<file path="src/rtl/byte2bcd.sv">
// rtl/byte2bcd.sv - registered 8-bit binary to 3-digit packed BCD converter
module byte2bcd (
    input  logic        clk,
    input  logic        rst,
    input  logic        in_valid,
    input  logic [7:0]  byte_in,
    output logic        out_valid,
    output logic [11:0] bcd_out
);

    logic [19:0] dabble;
    logic [11:0] bcd_next;

    // Shift-add-3: BCD digits live in dabble[19:8], the binary operand in [7:0].
    always_comb begin
        dabble = {12'h000, byte_in};
        for (int i = 0; i < 8; i++) begin
            if (dabble[11:8] >= 4'd5)
                dabble[11:8] = dabble[11:8] + 4'd3;
            if (dabble[15:12] >= 4'd5)
                dabble[15:12] = dabble[15:12] + 4'd3;
            if (dabble[19:16] >= 4'd5)
                dabble[19:16] = dabble[19:16] + 4'd3;
            dabble = dabble << 1;
        end
        bcd_next = dabble[19:8];
    end

    always_ff @(posedge clk or posedge rst) begin
        if (rst) begin
            out_valid <= 1'b0;
            bcd_out   <= 12'h000;
        end else begin
            out_valid <= in_valid;
            if (in_valid)
                bcd_out <= bcd_next;
        end
    end

endmodule

</file>
<file path="config.mk">
export PLATFORM = sky130hd
export DESIGN_NAME = byte2bcd
export DESIGN_NICKNAME = d
export VERILOG_FILES = /design/src/rtl/byte2bcd.sv
export SDC_FILE = /design/constraint.sdc
export NUM_CORES = 1
export LEC_CHECK = 0
export BUFFER_PORTS_ARGS = -buffer_cell sky130_fd_sc_hd__buf_4
export CELL_PAD_IN_SITES_DETAIL_PLACEMENT = 0
export CELL_PAD_IN_SITES_GLOBAL_PLACEMENT = 1
export CORE_MARGIN = 3
export CORE_UTILIZATION = 47
export CTS_BUF_LIST = sky130_fd_sc_hd__clkbuf_4 sky130_fd_sc_hd__clkbuf_8
export DETAILED_ROUTE_END_ITERATION = 16
export HOLD_SLACK_MARGIN = 0.06
export PLACE_DENSITY = 0.92
export SLEW_MARGIN = 40
export SYNTH_ARGS = -nofsm -noshare
export SYNTH_HDL_FRONTEND = slang
export SYNTH_SLANG_ARGS = --single-unit
</file>
<file path="constraint.sdc">
create_clock -name clk -period 1.44 [get_ports clk]
set_input_delay 0 -clock clk [delete_from_list [all_inputs] [get_ports clk]]
set_output_delay 0 -clock clk [all_outputs]
set_load 0.01 [all_outputs]
</file>
**Word-level counts from Yosys, hierarchy flattened**

Cells that the tools add are included.

- Shift operators: 0
- $lt $le $gt $ge: 18
- Muxes and demuxes: 18
- Div/mod/pow operators: 0
- Eq/ne operators: 0
- Reduce and logical (&&, ||, !) cells: 0
- Bitwise logic cells: 0
- $mul: 0
- Add/sub/neg operators: 18

Operators with widths:

| operator | count |
|---|---|
| $ge A4 B3 Y1 const B | 15 |
| $mux W4 | 12 |
| $add A4 B2 Y4 const B | 11 |
| $mux W3 | 6 |
| $add A3 B2 Y3 const B | 4 |
| $add A1 B2 Y3 const B | 2 |
| $ge A1 B3 Y1 const B | 2 |
| $add A1 B2 Y3 const AB | 1 |
| $ge A1 B3 Y1 const AB | 1 |

- Word-level logic and storage cells: 56
- Memory bits (writable): 0
- Output and inout bits: 13
- Latch bits: 0
- Memories: 0
- ROM bits: 0
- Register bits after elaboration: 13
- Input bits: 11

**Logic depth before layout (Yosys ltp)**

Gate-level depths: netlist of run 1.

- Word-level depth: 14
- Gate-level depth with buffers: 24
- Mapped depth without buffers: 24

**Worst setup path before layout of run 1**

OpenSTA, ideal clock, no wires.

- Path type: input-to-reg
- Start: input port byte_in[5]
- End: register bcd_out[6]
- Setup slack: -2.676 ns
- Data arrival time: 3.993 ns
- Path buffers: 0
- Required time: 1.316 ns
- Setup time: 0.124 ns
- Cell stages on the path: 24
- Path through: inv_1 -> ha_1 -> inv_1 -> ha_1 -> a21oi_2 -> xnor2_1 -> ha_1 -> nor2b_1 -> o21bai_1 -> a21o_1 -> xnor2_2 -> inv_2 -> ha_1 -> nand2b_1 -> nand2_1 -> mux2i_2 -> a211o_1 -> ha_1 -> a21oi_1 -> nor2_1 -> a21oi_1 -> nand2b_1 -> a41oi_1 -> o31a_1

- Longest elaborated chain between the ends: 10
- Elaborated cells on any way between the ends: 24
- Classes of those cells: add/sub (8); order compare (8); mux (8)

RTL lines:

| what | line | text |
|---|---|---|
| start, declared | 6 | `input logic [7:0] byte_in,` |
| $add A4 B2 Y4 or $ge A4 B3 Y1 (tied branches) | 19, 18 |  |
| $mux W4 * | 18 | `if (dabble[11:8] >= 4'd5)` |
| $add A4 B2 Y4, or another cell as far along | 19 | `dabble[11:8] = dabble[11:8] + 4'd3;` |
| $mux W4 (on tied branches) | 18, 20 |  |
| $add A4 B2 Y4, or another cell as far along | 19 |  |
| $mux W4 (on tied branches) | 18, 20 |  |
| $add A4 B2 Y4, or another cell as far along | 19 |  |
| $mux W4 (on tied branches) | 18, 20 |  |
| $add A4 B2 Y4 or $ge A4 B3 Y1 (tied branches) | 21, 20 |  |
| $mux W4 * | 20 | `if (dabble[15:12] >= 4'd5)` |
| end signal, assigned | 36 | `bcd_out <= bcd_next;` |
| end, declared | 8 | `output logic [11:0] bcd_out` |

Every way passes the cells marked *; elsewhere a longest branch is shown, timed or not.
A chain may end at the register's enable or synchronous reset.

**Worst setup path after layout of run 1**

Ends and elaborated chain as after synthesis.

==> flow_metrics.env, run 1 <==
export IMPL_outcome="finished, violations left"
export IMPL_violations="negative setup slack"
export IMPL_synth_top_cell_by_area="dfrtp_1"
export IMPL_grt_pass1_wl_microns=6640
export IMPL_cts_made_buffers=3
export IMPL_seq_area_sq_um=275
export IMPL_path_clk_slew_ns=0.07
export IMPL_overflow=0
export IMPL_synth_edf_count=0
export IMPL_grt_pass1_vias=1574
export IMPL_grt_max_degree=17
export IMPL_p_switching_mw=1.08
export IMPL_synth_top_cell_area_share_pct=19.6
export IMPL_grt_setup_unrepaired="true"
export IMPL_fin_tns_setup_ns=-17.85
export IMPL_syn_inst=165
export IMPL_synth_ff_type="dfrtp_1"
export IMPL_final_setup_viol_count=9
export IMPL_powerDensity_mw_per_mm2=1100
export IMPL_ys_warn_count=0
export IMPL_vias=1607
export IMPL_startpoint_type="input port"
export IMPL_coreArea_sq_mm=0.00281
export IMPL_synth_async_reset_ratio_pct=100
export IMPL_cts_tree="yes"
export IMPL_synth_compound_area_share_pct=30.1
export IMPL_clk_latency_ns=0.26
export IMPL_layout_drive_gt1_share_pct=57.8
export IMPL_die_w_microns=60.7
export IMPL_die_h_microns=60.7
export IMPL_antenna_found_initial=0
export IMPL_fin_ws_ns=-2.06
export IMPL_synth_seq_cells=11
export IMPL_grt_usage_pct=23.2
export IMPL_clock_path_buffers=2
export IMPL_seqPwrFrac_pct=18.1
export IMPL_gp_congestion=0.858
export IMPL_routed_via_density=5.84
export IMPL_crit_type="input port to flip-flop"
export IMPL_vdd_drop_max_v=0.00104
export IMPL_fin_crit_sh_pct=243
export IMPL_fmax_mhz=285
export IMPL_synth_adder_area_share_pct=8.00
export IMPL_min_from="byte_in[1]"
export IMPL_dr_pass1_iters=4
export IMPL_final_common_cell="buf_4"
export IMPL_hp_class="input port to flip-flop"
export IMPL_reg2reg_from="bcd_out[8]"
export IMPL_crit_fanout=6
export IMPL_synthXorXnorAreaFrac_pct=4.80
export IMPL_num_rows=19
export IMPL_cts_root_buf="clkbuf_4"
export IMPL_power_leakage_nw=1.06
export IMPL_synth_area_sq_mm=0.00141
export IMPL_multi_input_area_sq_mm=0.00135
export IMPL_maxCapViolations=0
export IMPL_skew_ns=0
export IMPL_drc=0
export IMPL_fillCellCount=151
export IMPL_min_period_ns=3.50
export IMPL_synthSimpleGateAreaFrac_pct=22.8
export IMPL_endpoint_kind="flip-flop"
export IMPL_cts_htree_levels=1
export IMPL_placed_cell_area_sq_mm=0.00207
export IMPL_p_comb_share_pct=73.4
export IMPL_syn_to_final_growth_pct=67.3
export IMPL_synth_cell_types=63
export IMPL_cp_startpoint="byte_in[5]"
export IMPL_clkPwrFrac_pct=8.5
export IMPL_power_mw=2.60
export IMPL_cts_sinks=11
export IMPL_io_pins=24
export IMPL_drt_iter0_drc=117
export IMPL_seq_area_frac_synth_pct=19.6
export IMPL_synth_top_family_by_area="compound AO/OA/AOI/OAI gates"
export IMPL_cp_required_ns=1.59
export IMPL_mostFrequentLayoutCells="buf_4, nor2_1, nand2_1"
export IMPL_switching_share_pct=41.5
export IMPL_finalMaxSlewViolations=0
export IMPL_dieArea_sq_mm=0.00369
export IMPL_crit_arrival_ns=3.66
export IMPL_wirelength_microns=4360
export IMPL_syn_avg_cell_area_sq_um=8.53
export IMPL_post_dp_hpwl_microns=2980
export IMPL_synth_area_leaders="dfrtp_1, ha_1, nor2_1"
export IMPL_finalNetCount=265
export IMPL_hold_viol_final=0
export IMPL_diodes=0
export IMPL_start_util_pct=50.2
export IMPL_io_buffers=21
export IMPL_intPower_mw=1.52
export IMPL_ant_nets=0
export IMPL_fin_area_sq_mm=0.00235
export IMPL_wl_per_cell_microns=15.9
export IMPL_synth_mux_area_share_pct=9.60
layout make-up:
class / instances / share of cell area (%)
Timing Repair Buffer: 79 / 25.8
Inverter: 11 / 2.13
Multi-Input combinational cell: 139 / 57.4
Tap cell: 31 / 1.65
Sequential cell: 11 / 11.7
Clock buffer: 4 / 1.28
power by group through the flow:
stage / Combinational [mW] / Sequential (mW) / Clock, mW
3_5_place_dp: 1.63 / 0.473 / 0
4_1_cts: 1.81 / 0.468 / 0.230
5_1_grt: 2.04 / 0.483 / 0.241
6_report: 1.91 / 0.470 / 0.221
3_3_place_gp: 1.58 / 0.467 / 0
2_1_floorplan: 0.979 / 0.515 / 0
path summary, 6_finish.rpt:
check	end	slack, ns	cells after the start
worst max-delay path	bcd_out[6]	-2.06	24
worst min-delay path	bcd_out[2]	0.12	3
worst max register to register	bcd_out[8]	0.52	3
worst min register to register	bcd_out[9]	0.50	1
max in group asynchronous	bcd_out[3]	0.84	3
min in group asynchronous	bcd_out[5]	0.30	3
metal layers:
metal / vias to the layer above / wire, microns / global-route usage, %
met5: - / 0 / 0
met4: 0 / 51 / 3.10
met3: 6 / 158 / 3.19
met2: 44 / 2400 / 45.2
met1: 782 / 1750 / 27.3
li1: 775 / - / -
worst max-delay path, cell delays in order:
cell and delay [ns]:
buf_8 0.10, clkinvlp_4 0.08, ha_4 0.14, inv_4 0.03, ha_4 0.16, a21oi_4 0.14
xnor2_2 0.16, ha_2 0.21, nor2b_4 0.16, o21bai_2 0.09, buf_4 0.14, buf_4 0.13
a221oi_2 0.30, o21ai_2 0.11, o21ai_2 0.09, mux2i_2 0.25, buf_4 0.18, ha_1 0.26
a21oi_4 0.09, buf_4 0.16, a21oi_4 0.25, nand2b_4 0.19, a41oi_1 0.12, o31a_1 0.13
stage by stage:
step | setup WS (ns) | std cells | hold WS (ns) | util [%]
after floorplan | -2.33 | 166 | -0.148 | -
after global placement | -2.35 | 258 | 0.00718 | 73.7
after detailed placement | -2.41 | 258 | 0.0274 | 73.7
after CTS | -2.06 | 271 | 0.109 | 81.5
after global routing | -2.25 | 275 | 0.125 | 83.9
final | -2.06 | 275 | 0.118 | 83.9
cell usage after synthesis (all sizes together), types with 3 or more instances:
cell type and n:
a2111oi 4, dfrtp 11, a211o 3, nand2 14, nand3 4, nor3 4, and2 3, mux2i 6
mux2 5, clkbuf 3, nand2b 4, ha 9, a21oi 8, o21ai 6, inv 10, nor2b 3
xnor2 4, nor2 20
state kept, by name, indices dropped and copies added (netlist names):
name	flops
bcd_out	10
out_valid	1
logic make-up (layout without fill, tap and decap cells):
kind of cell	Yosys count	in the layout
AOI/OAI and AO/OA	49	49
xor gates and xnor gates	6	6
other	1	2
buffers and inverters	16	94
DFF	11	11
and+or+nand+nor	62	62
adders and majority gates	9	9
muxes	11	11
repair_timing:
item                       in CTS  in global routing
gates resized for setup        22                  7
cloned                          0                  0
pin swaps                      20                 18
setup endpoints to repair       9                  9
hold endpoints to repair       14                  0
hold buffers                    3                  0
setup buffers                   6                  4
(Power assumes the default switching activity.)
==> run 2: changes to the inputs <==
--- a/config.mk
+++ b/config.mk
@@ -5,11 +5,12 @@
 export SDC_FILE = /design/constraint.sdc
 export NUM_CORES = 1
 export LEC_CHECK = 0
+export ABC_AREA = 1
 export BUFFER_PORTS_ARGS = -buffer_cell sky130_fd_sc_hd__buf_4
 export CELL_PAD_IN_SITES_DETAIL_PLACEMENT = 0
 export CELL_PAD_IN_SITES_GLOBAL_PLACEMENT = 1
 export CORE_MARGIN = 3
-export CORE_UTILIZATION = 47
+export CORE_UTILIZATION = 44
 export CTS_BUF_LIST = sky130_fd_sc_hd__clkbuf_4 sky130_fd_sc_hd__clkbuf_8
 export DETAILED_ROUTE_END_ITERATION = 16
 export HOLD_SLACK_MARGIN = 0.06
==> flow_metrics.env, run 2 <==
export IMPL_hold_viol_final=0
export IMPL_final_setup_viol_count=9
export IMPL_clkPwrFrac_pct=9.3
export IMPL_seq_area_frac_synth_pct=22.1
export IMPL_io_buffers=21
export IMPL_vdd_drop_max_v=0.00122
export IMPL_routed_via_density=4.99
export IMPL_cts_tree="yes"
export IMPL_drt_iter0_drc=40
export IMPL_vias=1472
export IMPL_synth_common_cells="nand2_1, inv_1, nand3_1"
export IMPL_cp_startpoint="byte_in[6]"
export IMPL_coreArea_sq_mm=0.00259
export IMPL_syn_avg_cell_area_sq_um=7.03
export IMPL_synth_async_reset_ratio_pct=100
export IMPL_p_switching_mw=1.08
export IMPL_violations="negative setup slack"
export IMPL_grt_max_degree=12
export IMPL_ys_warn_count=0
export IMPL_intPower_mw=1.40
export IMPL_synth_area_leaders="dfrtp_1, nand2_1, ha_1"
export IMPL_startpoint_type="input port"
export IMPL_grt_setup_unrepaired="true"
export IMPL_dieArea_sq_mm=0.00350
export IMPL_fin_ws_ns=-1.50
export IMPL_cts_root_buf="clkbuf_4"
export IMPL_worst_r2r_endpoint="bcd_out[9]"
export IMPL_r2r_setup_slack_ns=0.77
export IMPL_powerDensity_mw_per_mm2=1100
export IMPL_cp_endpoint="bcd_out[5]"
export IMPL_fin_area_sq_mm=0.00225
export IMPL_wirelength_microns=3660
export IMPL_wl_per_cell_microns=12.4
export IMPL_clk_latency_ns=0.27
export IMPL_dr_pass1_iters=4
export IMPL_switching_share_pct=43.5
export IMPL_synth_ff_type="dfrtp_1"
export IMPL_drc=0
export IMPL_final_common_cell="buf_4"
export IMPL_largest_register_ff_count=10
export IMPL_synth_cell_types=27
export IMPL_endpoint_kind="flip-flop"
export IMPL_power_leakage_nw=1.20
export IMPL_cp_required_ns=1.61
export IMPL_post_dp_hpwl_microns=2300
export IMPL_reg2reg_from="bcd_out[9]"
export IMPL_grt_pass1_vias=1444
export IMPL_maxCapViolations=0
export IMPL_fmax_mhz=340
export IMPL_seqPwrFrac_pct=18.5
export IMPL_crit_fanout=4
export IMPL_synth_edf_count=0
export IMPL_outcome="finished, violations left"
export IMPL_min_from="byte_in[1]"
export IMPL_syn_to_final_growth_pct=80.5
export IMPL_synth_top_cell_by_area="dfrtp_1"
export IMPL_skew_ns=0
export IMPL_crit_type="input port to flip-flop"
export IMPL_path_clk_slew_ns=0.07
export IMPL_fin_crit_sh_pct=204
export IMPL_cts_htree_levels=1
export IMPL_fin_hold_ws_ns=0.0712
export IMPL_layout_drive_gt1_share_pct=61.9
export IMPL_hp_class="input port to flip-flop"
export IMPL_min_period_ns=2.94
export IMPL_overflow=0
export IMPL_worst_path_max_delay_cell="ha_1"
export IMPL_cts_sinks=11
export IMPL_diodes=0
export IMPL_cts_made_buffers=3
export IMPL_top_regs="bcd_out: 10 flops, out_valid: 1 flops"
export IMPL_finalNetCount=286
export IMPL_gp_congestion=0.772
export IMPL_synth_top_cell_area_share_pct=22.1
export IMPL_reg2regPathDepth=2
export IMPL_finalMaxSlewViolations=0
export IMPL_mostFrequentLayoutCells="buf_4, nand2_1, nand2_2, nand2_4, inv_1"
export IMPL_num_rows=18
export IMPL_crit_top_cell="nand2_4"
export IMPL_synth_most_common_cell="nand2_1"
export IMPL_antenna_found_initial=0
export IMPL_placed_cell_area_sq_mm=0.00180
export IMPL_die_w_microns=59.2
export IMPL_grt_usage_pct=21.8
export IMPL_io_pins=24
export IMPL_regMostFlops="bcd_out"
export IMPL_die_h_microns=59.2
export IMPL_synth_seq_cells=11
export IMPL_start_util_pct=48.1
export IMPL_synth_area_sq_mm=0.00124
export IMPL_syn_inst=177
export IMPL_ant_nets=0
export IMPL_p_comb_share_pct=72.2
export IMPL_critical_path_max_stage_delay_ns=0.20
export IMPL_crit_arrival_ns=3.11
export IMPL_clock_path_buffers=2
export IMPL_grt_pass1_wl_microns=6000
[run 2: metal layers]
layer	track usage, %	vias to the layer above	share of wire, %
met3	3.49	10	2.6
met2	39.6	31	55
li1	-	731	-
met4	7.12	0	2.0
met5	0	-	0
met1	25.6	700	40
[run 2: timing repair]
item                                    CTS  global route
resized for setup                        27            14
endpoints found under the hold margin    21             7
hold buffers                              3             1
endpoints found under the setup margin    9             9
buffers inserted                         20            11
pin swaps                                22            13
[run 2: power groups by stage]
| stage | registers, mW | clock network (mW) | logic, mW |
|---|---|---|---|
| 6_report | 0.460 | 0.230 | 1.79 |
| 5_1_grt | 0.474 | 0.250 | 1.97 |
| 3_5_place_dp | 0.465 | 0 | 1.35 |
| 3_3_place_gp | 0.458 | 0 | 1.30 |
| 2_1_floorplan | 0.507 | 0 | 0.818 |
| 4_1_cts | 0.460 | 0.233 | 1.60 |
[run 2: worst min path at each step]
| stage | to | slack [ns] | depth (start not counted) |
|---|---|---|---|
| global route | bcd_out[1] | 0.11 | 5 |
| detailed placement | bcd_out[0] | 0.01 | 2 |
| global placement | out_valid | 0.0002 | 2 |
| CTS | out_valid | -0.08 | 1 |
| finish | bcd_out[1] | 0.07 | 5 |
| floorplan | bcd_out[0] | -0.15 | 1 |
[run 2: critical path: cells and delay by family]
kind                       cells  cell delay [ns]
buffers and inverters          8             0.56
adders and majority gates      5             0.83
and+or+nand+nor               19             1.41
AOI/OAI and AO/OA              1             0.15
xor gates and xnor gates       1             0.17
[run 2: final cells by class]
| type | count | area (sq um) |
|---|---|---|
| Multi-Input combinational cell | 136 | 1070 |
| Fill cell | 132 | 343 |
| Inverter | 27 | 133 |
| Tap cell | 30 | 37.5 |
| Clock buffer | 4 | 30.0 |
| Sequential cell | 11 | 275 |
| Timing Repair Buffer | 87 | 698 |
[run 2: through the flow]
| stage | total power, mW | utilization [%] | worst slack, ns | instances | setup TNS [ns] |
|---|---|---|---|---|---|
| final | 2.48 | 86.8 | -1.50 | 295 | -12.16 |
| after floorplan | 1.32 | - | -1.56 | 178 | -11.81 |
| after global routing | 2.70 | 86.8 | -1.75 | 295 | -13.92 |
| after CTS | 2.29 | 81.8 | -1.42 | 284 | -11.45 |
| after detailed placement | 1.81 | 69.5 | -1.82 | 259 | -14.65 |
| after global placement | 1.76 | 69.5 | -1.72 | 259 | -13.89 |
[run 2: cells by family (layout without fill, tap and decap cells)]
logic type,Yosys count,count (layout),share of synthesized area [%]
xor+xnor,2,2,2.01
other cells,1,2,0.301
simple gates,108,108,46.7
flops,11,11,22.1
compound gates,15,15,9.25
fa+ha+maj,9,9,9.05
buf+inv,31,118,10.6
==> run 3: changes to the inputs <==
--- a/config.mk
+++ b/config.mk
@@ -9,12 +9,12 @@
 export BUFFER_PORTS_ARGS = -buffer_cell sky130_fd_sc_hd__buf_4
 export CELL_PAD_IN_SITES_DETAIL_PLACEMENT = 0
 export CELL_PAD_IN_SITES_GLOBAL_PLACEMENT = 1
-export CORE_MARGIN = 3
 export CORE_UTILIZATION = 44
 export CTS_BUF_LIST = sky130_fd_sc_hd__clkbuf_4 sky130_fd_sc_hd__clkbuf_8
 export DETAILED_ROUTE_END_ITERATION = 16
 export HOLD_SLACK_MARGIN = 0.06
 export PLACE_DENSITY = 0.92
+export SETUP_SLACK_MARGIN = 0.02
 export SLEW_MARGIN = 40
 export SYNTH_ARGS = -nofsm -noshare
 export SYNTH_HDL_FRONTEND = slang
==> flow_metrics.env, run 3 (synthesized netlist as in run 2, its figures left out) <==
export IMPL_powerDensity_mw_per_mm2=1110
export IMPL_mostFrequentLayoutCells="buf_4, nand2_1, nand2_4"
export IMPL_path_clk_slew_ns=0.07
export IMPL_drt_iter0_drc=16
export IMPL_cts_made_buffers=3
export IMPL_hp_class="input port to flip-flop"
export IMPL_maxCapViolations=0
export IMPL_p_comb_share_pct=70.7
export IMPL_cts_htree_levels=1
export IMPL_switching_share_pct=44.5
export IMPL_cts_sinks=11
export IMPL_final_common_cell="buf_4"
export IMPL_grt_usage_pct=24.4
export IMPL_power_leakage_nw=1.15
export IMPL_fin_area_sq_mm=0.00214
export IMPL_startpoint_type="input port"
export IMPL_outcome="finished, violations left"
export IMPL_clk_latency_ns=0.27
export IMPL_grt_setup_unrepaired="true"
export IMPL_layout_drive_gt1_share_pct=58.4
export IMPL_vdd_drop_max_v=0.00127
export IMPL_routed_via_density=4.92
export IMPL_placed_cell_area_sq_mm=0.00182
export IMPL_intPower_mw=1.32
export IMPL_hold_viol_final=0
export IMPL_vias=1413
export IMPL_fmax_mhz=337
export IMPL_final_setup_viol_count=9
export IMPL_cts_tree="yes"
export IMPL_violations="negative setup slack"
export IMPL_worst_path_max_delay_cell="nand3b_1"
export IMPL_critical_path_max_stage_delay_ns=0.23
export IMPL_crit_arrival_ns=3.13
export IMPL_skew_ns=0
export IMPL_seqPwrFrac_pct=19.5
export IMPL_start_util_pct=48.5
export IMPL_p_switching_mw=1.06
export IMPL_place_ws_ns=-1.90
export IMPL_power_mw=2.38
export IMPL_post_dp_hpwl_microns=2470
export IMPL_regMostFlops="bcd_out"
export IMPL_drc=0
export IMPL_crit_type="input port to flip-flop"
export IMPL_overflow=0
export IMPL_grt_pass1_wl_microns=5340
export IMPL_dr_pass1_iters=4
export IMPL_finalNetCount=278
export IMPL_cts_root_buf="clkbuf_4"
export IMPL_clkPwrFrac_pct=9.8
export IMPL_clock_path_buffers=2
export IMPL_antenna_found_initial=0
export IMPL_die_w_microns=55.2
export IMPL_io_pins=24
export IMPL_ant_nets=0
export IMPL_cp_required_ns=1.60
export IMPL_dieArea_sq_mm=0.00305
export IMPL_diodes=0
export IMPL_grt_pass1_vias=1347
export IMPL_fin_ws_ns=-1.52
export IMPL_crit_top_cell="nand2_4"
export IMPL_gp_congestion=0.766
export IMPL_coreArea_sq_mm=0.00257
export IMPL_fin_crit_sh_pct=206
export IMPL_die_h_microns=55.2
export IMPL_min_period_ns=2.96
export IMPL_num_rows=18
export IMPL_finalMaxSlewViolations=0
export IMPL_crit_fanout=4
export IMPL_grt_max_degree=12
export IMPL_endpoint_kind="flip-flop"
export IMPL_top_regs="bcd_out: 10 flops, out_valid: 1 flops"
export IMPL_wirelength_microns=3770
export IMPL_largest_register_ff_count=10
export IMPL_syn_to_final_growth_pct=72.0
export IMPL_io_buffers=21
export IMPL_wl_per_cell_microns=13.1
## run 3: changes by cell type in the layout (fill, tap and decap cells not counted), sizes merged
cell  change
buf       -8
## run 3: worst paths after layout
path / cells after the start / slack [ns] / end / from
max: 33 / -1.52 / bcd_out[5] / byte_in[5]
min: 5 / 0.08 / bcd_out[1] / byte_in[1]
max reg2reg: 2 / 0.78 / bcd_out[0] / bcd_out[0]
min reg2reg: 2 / 0.49 / bcd_out[1] / bcd_out[1]
max in group asynchronous: 3 / 0.88 / bcd_out[1] / rst
min in group asynchronous: 3 / 0.27 / bcd_out[9] / rst
## run 3: timing repair
action,in CTS,in global routing
setup buffers,10,7
gates resized for setup,13,13
setup endpoints to repair,9,9
pin swaps,16,13
hold buffers,3,1
endpoints found under the hold margin,20,5
## run 3: worst max-delay path: cells and delay by family
| kind | cells | cell delay, ns |
|---|---|---|
| AND/OR/NAND/NOR | 19 | 1.45 |
| adder cells (fa/ha/maj) | 5 | 0.86 |
| buffers and inverters | 7 | 0.54 |
| XOR/XNOR | 1 | 0.22 |
| AO/OA/AOI/OAI | 1 | 0.07 |
## run 3: per-stage QoR
stage | setup TNS (ns) | utilization, % | cells | hold slack [ns]
6_report | -12.42 | 83.4 | 287 | 0.0812
5_1_grt | -14.26 | 83.4 | 287 | 0.104
4_1_cts | -11.90 | 78.7 | 279 | -0.0779
3_5_place_dp | -15.21 | 71.0 | 262 | 0.0157
3_3_place_gp | -14.08 | 71.0 | 262 | 0.00112
2_1_floorplan | -11.81 | - | 178 | -0.148
## run 3: power groups by stage
| stage | registers, mW | logic (mW) | clock network (mW) |
|---|---|---|---|
| 6_report | 0.465 | 1.68 | 0.233 |
| 2_1_floorplan | 0.507 | 0.818 | 0 |
| 3_5_place_dp | 0.465 | 1.38 | 0 |
| 3_3_place_gp | 0.458 | 1.32 | 0 |
| 5_1_grt | 0.473 | 1.82 | 0.253 |
| 4_1_cts | 0.460 | 1.51 | 0.232 |
## run 3: area by class of cell
class / count / area, sq um
clock buffers: 4 / 30.0
fillers: 160 / 427
inverters: 27 / 128
multi-input cells: 136 / 1040
flip-flops and latches: 11 / 275
well taps: 30 / 37.5
repair buffers: 79 / 627
## run 3: routing by layer
| layer | track usage, % | wire, microns |
|---|---|---|
| met1 | 23.7 | 1430 |
| met2 | 49.2 | 2180 |
| met3 | 7.38 | 102 |
| met4 | 5.42 | 69 |
| met5 | 0 | 0 |
